<file path="config.mk">
export PLATFORM = sky130hd
export DESIGN_NAME = dense_head
export DESIGN_NICKNAME = d
export VERILOG_FILES = /design/src/rtl/dense_head.sv
export SDC_FILE = /design/constraint.sdc
export NUM_CORES = 1
export LEC_CHECK = 0
export BUFFER_PORTS_ARGS = -buffer_cell sky130_fd_sc_hd__buf_2
export CAP_MARGIN = 5
export CORE_ASPECT_RATIO = 0.9
export CORE_MARGIN = 1
export CORE_UTILIZATION = 25
export DETAILED_ROUTE_END_ITERATION = 16
export SETUP_SLACK_MARGIN = 0.15
export SYNTH_ARGS = -nofsm -noshare
export SYNTH_HDL_FRONTEND = slang
export SYNTH_SLANG_ARGS = --single-unit
export TNS_END_PERCENT = 5
</file>
<file path="constraint.sdc">
create_clock -name clk -period 6.72 [get_ports clk]
set_clock_uncertainty 0.2 [all_clocks]
set_input_delay 1.344 -clock clk [delete_from_list [all_inputs] [get_ports clk]]
set_output_delay 1.344 -clock clk [all_outputs]
set_load 0.005 [all_outputs]
</file>
<file path="src/rtl/dense_head.sv">
// rtl/dense_head.sv - RNN dense output head: hard-tanh clip, sequential MAC, bias, round/saturate
//
// Purpose:
//   Reads the hidden vector and dense weight vector one element per cycle
//   through a shared index (sel). Each hidden element is clipped to
//   [-1.0, +1.0] and multiplied by its weight. The products are summed in a
//   wide accumulator, the dense bias is added, and the sum is converted back
//   to signed 16-bit fixed point with round-half-up and saturation.
//
// Optional feature (macro DENSE_HARD_SIGMOID_EN):
//   When defined, the saturated result x is passed through a hard sigmoid
//   clamp((x >>> 2) + 0.5, 0, 1.0) in the OUT stage. When undefined, no
//   sigmoid logic is built.
//
// Ports:
//   clk       in   system clock
//   rst_n     in   asynchronous active-low reset
//   start     in   begins one evaluation when ready is high
//   ready     out  high in IDLE only
//   busy      out  high whenever not IDLE
//   sel       out  element index to the hidden/dense stores (data returns one cycle later)
//   h_in      in   signed hidden element for the previous sel
//   w_in      in   signed dense weight for the previous sel
//   bias      in   signed dense bias, sampled in BIAS
//   data_out  out  signed result, held until the next valid
//   valid     out  one-cycle pulse when data_out updates
module dense_head #(
  parameter int LEN_BITS  = 4,
  parameter int LEN       = 4,
  parameter int FRAC_BITS = 8,
  parameter int ACC_W     = 40
) (
  input  logic                       clk,
  input  logic                       rst_n,
  input  logic                       start,
  output logic                       ready,
  output logic                       busy,
  output logic [LEN_BITS-1:0]        sel,
  input  logic signed [15:0]         h_in,
  input  logic signed [15:0]         w_in,
  input  logic signed [15:0]         bias,
  output logic signed [15:0]         data_out,
  output logic                       valid
);

  typedef enum logic [2:0] {
    S_IDLE,
    S_RUN,
    S_DRAIN,
    S_BIAS,
    S_OUT
  } state_e;

  localparam logic [LEN_BITS-1:0]     LAST_SEL = LEN_BITS'(LEN - 1);
  localparam logic signed [16:0]      CLIP_HI  = 17'sd1 <<< FRAC_BITS;
  localparam logic signed [16:0]      CLIP_LO  = -CLIP_HI;
  localparam logic signed [ACC_W-1:0] RND      = ACC_W'(1) <<< (FRAC_BITS - 1);
  localparam logic signed [ACC_W-1:0] SAT_HI   = ACC_W'(32767);
  localparam logic signed [ACC_W-1:0] SAT_LO   = -ACC_W'(32768);

  state_e                    state_q, state_d;
  logic [LEN_BITS-1:0]       sel_q, sel_d;
  logic signed [ACC_W-1:0]   acc_q, acc_d;
  logic                      dv_q, dv_d;       // h_in/w_in carry a real element this cycle
  logic signed [15:0]        data_q, data_d;
  logic                      valid_q, valid_d;

  logic signed [16:0]        h_ext;
  logic signed [16:0]        h_clip;
  logic signed [ACC_W-1:0]   h_wide;
  logic signed [ACC_W-1:0]   w_wide;
  logic signed [ACC_W-1:0]   prod;
  logic signed [ACC_W-1:0]   bias_sh;
  logic signed [ACC_W-1:0]   rnd_sum;
  logic signed [ACC_W-1:0]   scaled;
  logic signed [15:0]        sat_res;
  logic signed [15:0]        result;

  // Hard tanh on the incoming hidden element.
  always_comb begin
    h_ext = {h_in[15], h_in};
    if (h_ext > CLIP_HI) begin
      h_clip = CLIP_HI;
    end else if (h_ext < CLIP_LO) begin
      h_clip = CLIP_LO;
    end else begin
      h_clip = h_ext;
    end
  end

  // Operands are widened before the multiply so the product lands
  // sign-extended in accumulator width; the clip bounds keep it within 32 bits.
  assign h_wide  = {{(ACC_W-17){h_clip[16]}}, h_clip};
  assign w_wide  = {{(ACC_W-16){w_in[15]}}, w_in};
  assign prod    = h_wide * w_wide;
  assign bias_sh = {{(ACC_W-16){bias[15]}}, bias} <<< FRAC_BITS;

  // Round half up, drop the extra fraction bits, saturate to 16 bits.
  always_comb begin
    rnd_sum = acc_q + RND;
    scaled  = rnd_sum >>> FRAC_BITS;
    if (scaled > SAT_HI) begin
      sat_res = 16'sh7fff;
    end else if (scaled < SAT_LO) begin
      sat_res = -16'sh8000;
    end else begin
      sat_res = scaled[15:0];
    end
  end

`ifdef DENSE_HARD_SIGMOID_EN
  localparam logic signed [17:0] SIG_HALF = 18'sd1 <<< (FRAC_BITS - 1);
  localparam logic signed [17:0] SIG_ONE  = 18'sd1 <<< FRAC_BITS;

  logic signed [17:0] sig_sum;

  always_comb begin
    sig_sum = {{4{sat_res[15]}}, sat_res[15:2]} + SIG_HALF;
    if (sig_sum < 18'sd0) begin
      result = 16'sd0;
    end else if (sig_sum > SIG_ONE) begin
      result = SIG_ONE[15:0];
    end else begin
      result = sig_sum[15:0];
    end
  end
`else
  assign result = sat_res;
`endif

  always_ff @(posedge clk or negedge rst_n) begin
    if (!rst_n) begin
      state_q <= S_IDLE;
      sel_q   <= '0;
      acc_q   <= '0;
      dv_q    <= 1'b0;
      data_q  <= '0;
      valid_q <= 1'b0;
    end else begin
      state_q <= state_d;
      sel_q   <= sel_d;
      acc_q   <= acc_d;
      dv_q    <= dv_d;
      data_q  <= data_d;
      valid_q <= valid_d;
    end
  end

  always_comb begin
    state_d = state_q;
    sel_d   = sel_q;
    acc_d   = acc_q;
    dv_d    = dv_q;
    data_d  = data_q;
    valid_d = 1'b0;

    unique case (state_q)
      S_IDLE: begin
        if (start) begin
          acc_d   = '0;
          sel_d   = '0;
          dv_d    = 1'b0;
          state_d = S_RUN;
        end
      end
      S_RUN: begin
        // The first RUN cycle has no returned data yet; after that, each
        // cycle delivers the element addressed one cycle earlier.
        if (dv_q) begin
          acc_d = acc_q + prod;
        end
        dv_d = 1'b1;
        if (sel_q == LAST_SEL) begin
          state_d = S_DRAIN;
        end else begin
          sel_d = sel_q + 1'b1;
        end
      end
      S_DRAIN: begin
        acc_d   = acc_q + prod;
        state_d = S_BIAS;
      end
      S_BIAS: begin
        acc_d   = acc_q + bias_sh;
        state_d = S_OUT;
      end
      S_OUT: begin
        data_d  = result;
        valid_d = 1'b1;
        state_d = S_IDLE;
      end
      default: begin
        state_d = S_IDLE;
      end
    endcase
  end

  assign ready    = (state_q == S_IDLE);
  assign busy     = (state_q != S_IDLE);
  assign sel      = sel_q;
  assign data_out = data_q;
  assign valid    = valid_q;

endmodule
</file>
---- Yosys cells after proc, flatten, opt, wreduce, memory -nomap -nowiden ----
Index checks and enable logic that the tools add are counted.
operators by class
  add/subtract/negate cells ............... 4
  multiply operators ...................... 1
  div/mod/pow operators ................... 0
  order comparisons ....................... 4
  eq/ne operators ......................... 9
  shifts and indexed selects .............. 0
  mux-type cells .......................... 16
  bitwise logic cells ..................... 0
  reduce and logical (&&, ||, !) cells .... 8
operator list
  kind                     number
  $pmux W40 S4             1
  $mux W40                 2
  $add A40 B24 Y40         1
  $add A40 B33 Y40         1
  $add A40 B9 Y40 const B  1
  $mux W17                 2
  $mul A17 B16 Y33         1
  $gt A32 B16 Y1 const B   1
  $lt A32 B16 Y1 const B   1
  $mux W16                 2
  $gt A16 B10 Y1 const B   1
  $lt A16 B9 Y1 const B    1
  $pmux W3 S4              1
  $mux W4                  2
  $ne A2 B2 Y1 const B     4
  $pmux W4 S2              1
  $eq A3 B2 Y1 const B     2
  $mux W3                  2
  $reduce_and A3 Y1        2
  $add A4 B1 Y4 const B    1
  $eq A4 B2 Y1 const B     1
  $reduce_and A2 Y1        2
  $reduce_bool A4 Y1       1
  $eq A3 B1 Y1 const B     1
  other kinds (6)          7
word-level totals
  register bits ........................... 65
  latch bits .............................. 0
  RAM bits ................................ 0
  ROM bits ................................ 0
  bits of input ports ..................... 51
  output and inout bits ................... 23
  word-level logic and storage cells ...... 48
  memories kept ........................... 0

---- Depth between registers and ports, before layout ----
  depth in word-level cells ............... 7
  mapped depth ............................ 31
  gate-level depth less buffers ........... 28

---- Worst setup path before layout ----
OpenSTA, ideal clock, no wires.
  path kind ............................... input -> register
  from .................................... input port h_in[4]
  to ...................................... register acc_q[38]
  library setup time ...................... 0.126 ns
  arrival ................................. 8.632 ns
  data required time ...................... 6.394 ns
  slack ................................... -2.238 ns
  stages .................................. 27
  buffers on the path ..................... 1
  path through ............................ or4_1 > o21ai_1 > a31oi_1 > nor2_1 > clkbuf_1 > nand2_1 > fa_1 > inv_1 > fa_1 > inv_1 > fa_1 > inv_1 > fa_1 > fa_1 > inv_1 > fa_1 > inv_1 > ha_1 > a21o_1 > a2111oi_0 > a21oi_1 > nand2_1 > nand3_1 > a41oi_1 > o21ai_0 > xor2_1 > a221o_1
between the ends
  word-level cells in the longest chain between the ends .. 7
  elaborated cells between the ends (all ways) .. 8
  classes of those cells .................. add/sub (1); mul (1); order compare (2); mux (4)
ends and longest elaborated chain
  what                  line      source
  start, declared       39        input logic signed [15:0] h_in,
  $lt A16 B9 Y1         84        end else if (h_ext < CLIP_LO) begin
  $mux W17              84
  $mux W17 *            82        if (h_ext > CLIP_HI) begin
  $mul A17 B16 Y33 *    95        assign prod = h_wide * w_wide;
  $add A40 B33 Y40 *    170, 180
  $mux W40              169       if (dv_q) begin
  $pmux W40 S4 *        157       unique case (state_q)
  end signal, assigned  135       acc_q <= '0;
  end signal, assigned  142       acc_q <= acc_d;
  end, declared         63        logic signed [ACC_W-1:0] acc_q, acc_d;
Every way passes the cells marked *; elsewhere a longest branch is shown, timed or not. The select of a mux whose other input is x is not followed.
A chain may end at the register's enable or synchronous reset.

---- Worst setup path after layout ----
Same ends and word-level chain as after synthesis.

==> results by group <==
Placed design
  – RePlAce Congestion: 0.860
  – HPWL Detailed: 40.7 mm
  – DP Area: 21200 um2
  – Port Buffers: between 70 and 80

Setup path
  – CP Class: input port to flip-flop
  – CP endpoint kind: flip-flop
  – Critical path fanouts, max: 12
  – Critical Path AT: between 8000 and 9000 ps
  – Critical Path RT: 6750 ps
  – Worst setup SP type: input port

Yosys
  – #FFs+latches synth: 65
  – Synth Warn #: 0
  – Sequential-to-total area share from yosys stat: 9.23%
  – Syn_area_per_cell: 8.75 um2
  – Synth unique cells: 71
  – Ys async rst share: between 90% and 100%
  – Post-synthesis instance area: 17600 um2
  – Yosys top cell area share: 37.6%
  – Commonest cells post-synth: inv_1 (426), fa_1 (331), nand2_1 (229), ha_1 (149), and3_1 (87)
  – Area leader, netlist: fa_1
  – Dominant synthesized flop cell: dfrtp_1
  – Post-Syn Nets: 2545
  – Most frequent cell after synthesis: inv_1
  – Ranking of synthesized cells by area: fa_1 (38%), ha_1 (11%), dfrtp_1 (9.2%)
  – Post-Syn Instances: 2014
  – Post-synth EDFFs: 0

STA
  – Worst Setup Slack, final: -1480 ps
  – Worst-margin pin slew: 982 ps
  – Max-slew headroom: 34.5%
  – Final worst-path cycle share: 122%
  – Slew Limit Fails: 0
  – Final setup fails: 32
  – Worst hold slack: 283 ps
  – Final Hold Fails: 0
  – Final Critical Period: approximately 8000 ps
  – RSZ-0062 raised after global routing: yes
  – Fmax: between 0.1 and 0.15 GHz

Routing
  – DRC Markers: 0
  – DR iter-0 viols: 659
  – DR pass1 iterations: 5
  – Met3 Wirelength: 1.81 mm
  – Final ANT Viol Nets: 0
  – WL/cell: 15.0 um
  – Vias: 14400
  – Met2 wire length: 24.7 mm
  – Max Used Layer: met4
  – Wl on met1: 20.8 mm
  – Total Wirelength: approximately 48 mm
  – Via density: 4.51

GRT
  – Via count of the first global-routing pass: 15200
  – Total gr overflow: 0
  – Initial antenna violation count: 0
  – Largest net degree at the start of global routing: between 60 and 70
  – First-pass GRT wire length: 79.6 mm
  – GR Util All Layers: 13.9%

Die
  – Die Span Y: ~250 um
  – Cell Rows: 91
  – Chip width: 282 um
  – Boundary pin count: 74
  – Initial Util: 25.5%
  – Core area: 69100 um2
  – Die area: between 70000 and 80000 um2

Layout
  – Final nets: 2786
  – Final design utilization: between 30% and 40%
  – Fillers: just over 7000
  – Non-Filler Cell Area, Final: 21800 um2
  – Layout cells sized above 1: 20.4%
  – Number of diodes: 0
  – Syn-to-layout area delta: 23.9%

Clock network
  – Clk buf depth: 2
  – Htree depth: 3
  – CTS clk-pin slew, worst paths: around 60 ps
  – Total clock sinks: 65
  – Clk_lat worst skew: 340 ps
  – Clock Root Buffer: clkbuf_16
  – CTS Buf Count: 9
  – TritonCTS clock tree: done
  – CTS Hold Bufs: 0

Status
  – Run status: finished, violations left
  – Failing checks: negative setup slack

Min path
  – Worst Hold Class: flip-flop to flip-flop

Run
  – # Max-Cap Violations: 0
-- metal layers --
layer / vias to the layer above / global-route usage [%]
li1: 6866 / -
met1: 7217 / 18.2
met2: 275 / 25.2
met3: 44 / 1.26
met4: 0 / 2.16
met5: - / 0
-- cells by family (layout without fill, tap and decap cells) --
group | after synthesis | count (layout) | synth area share [%]
DFF | 65 | 65 | 9.23
adders and majority gates | 480 | 480 | 48.2
buffers and inverters | 505 | 751 | 10.8
muxes | 3 | 3 | 0.178
AOI/OAI and AO/OA | 325 | 325 | 12.0
and+or+nand+nor | 550 | 550 | 15.3
xor gates and xnor gates | 86 | 86 | 4.28
-- registers in the layout, indices dropped and copies added (netlist names) --
signal    count
dv_q          1
acc_q        40
valid         1
sel           4
data_out     16
state_q       3
-- stage by stage --
step | setup slack [ps] | setup TNS, ps | cells
floorplan | -1440 | -33960 | 2014
global placement | -1980 | -52290 | 3169
detailed placement | -2080 | -53920 | 3169
CTS | -1480 | -38070 | 3190
global route | -1770 | -46620 | 3190
finish | -1480 | -37240 | 3190
-- placed cells by master (no fill, tap or decap), types with 8 or more instances in the layout --
master     count
o21ai_2        9
nor3_1         9
inv_2         14
o21ai_1       23
buf_4        211
a211oi_1       9
o21bai_1      13
o21a_1        20
fa_1         319
a31oi_1       12
ha_4          17
buf_12        17
and3_1        85
a21o_1        37
nand3_1       20
nand2_1      218
clkbuf_16      9
nor2_1        71
nand4_1       12
dfrtp_1       65
a22oi_1       17
buf_2         73
a21oi_2        8
ha_1         128
xnor2_1       54
o21ai_0       60
xor2_1        32
fa_2          12
or3_1         10
inv_1        411
a21oi_1       48
o31ai_1        8
and2_1        50
and2_4         8
-- worst max-delay path: stages --
cell and delay, ps:
buf_2 110, or4_4 540, o21ai_4 190, a31oi_4 130
nor2_4 140, buf_12 140, and2_4 200, buf_4 150
nand2_1 70, fa_1 480, inv_1 60, fa_1 500
fa_1 610, fa_1 470, fa_1 550, inv_1 60
fa_1 540, inv_1 50, ha_2 170, or2_4 260
a221o_1 350, o211ai_1 200, buf_4 160, nand3_2 80
a41oi_2 170, o21ai_1 90, xor2_1 140, a221o_1 290
-- path summary, 6_finish.rpt --
check	startpoint	endpoint	slack, ps	cells past startpoint
max	h_in[4]	acc_q[38]	-1480	28
min	dv_q	dv_q	280	2
max reg2reg	acc_q[15]	acc_q[25]	1210	19
min reg2reg	dv_q	dv_q	280	2
max in group asynchronous	rst_n	state_q[1]	4680	2
min in group asynchronous	rst_n	acc_q[3]	1000	2
-- area by class of cell --
type	count	area, um2	area share (%)
Multi-Input combinational cell	1444	14700	67.5
Clock inverter	5	60.1	0.275
Sequential cell	65	1630	7.45
Clock buffer	11	253	1.16
Tap cell	930	1160	5.33
Timing Repair Buffer	309	2390	11.0
Inverter	426	1600	7.34
-- what timing repair did --
action,in CTS,in global routing
endpoints found under the setup margin,33,35
buffers inserted,5,0
pin swaps,26,14
gates resized for setup,33,39
Power is left out: the tool's default activity adds up to more than one toggle a clock period on the data nets, which glitch-free logic cannot reach.
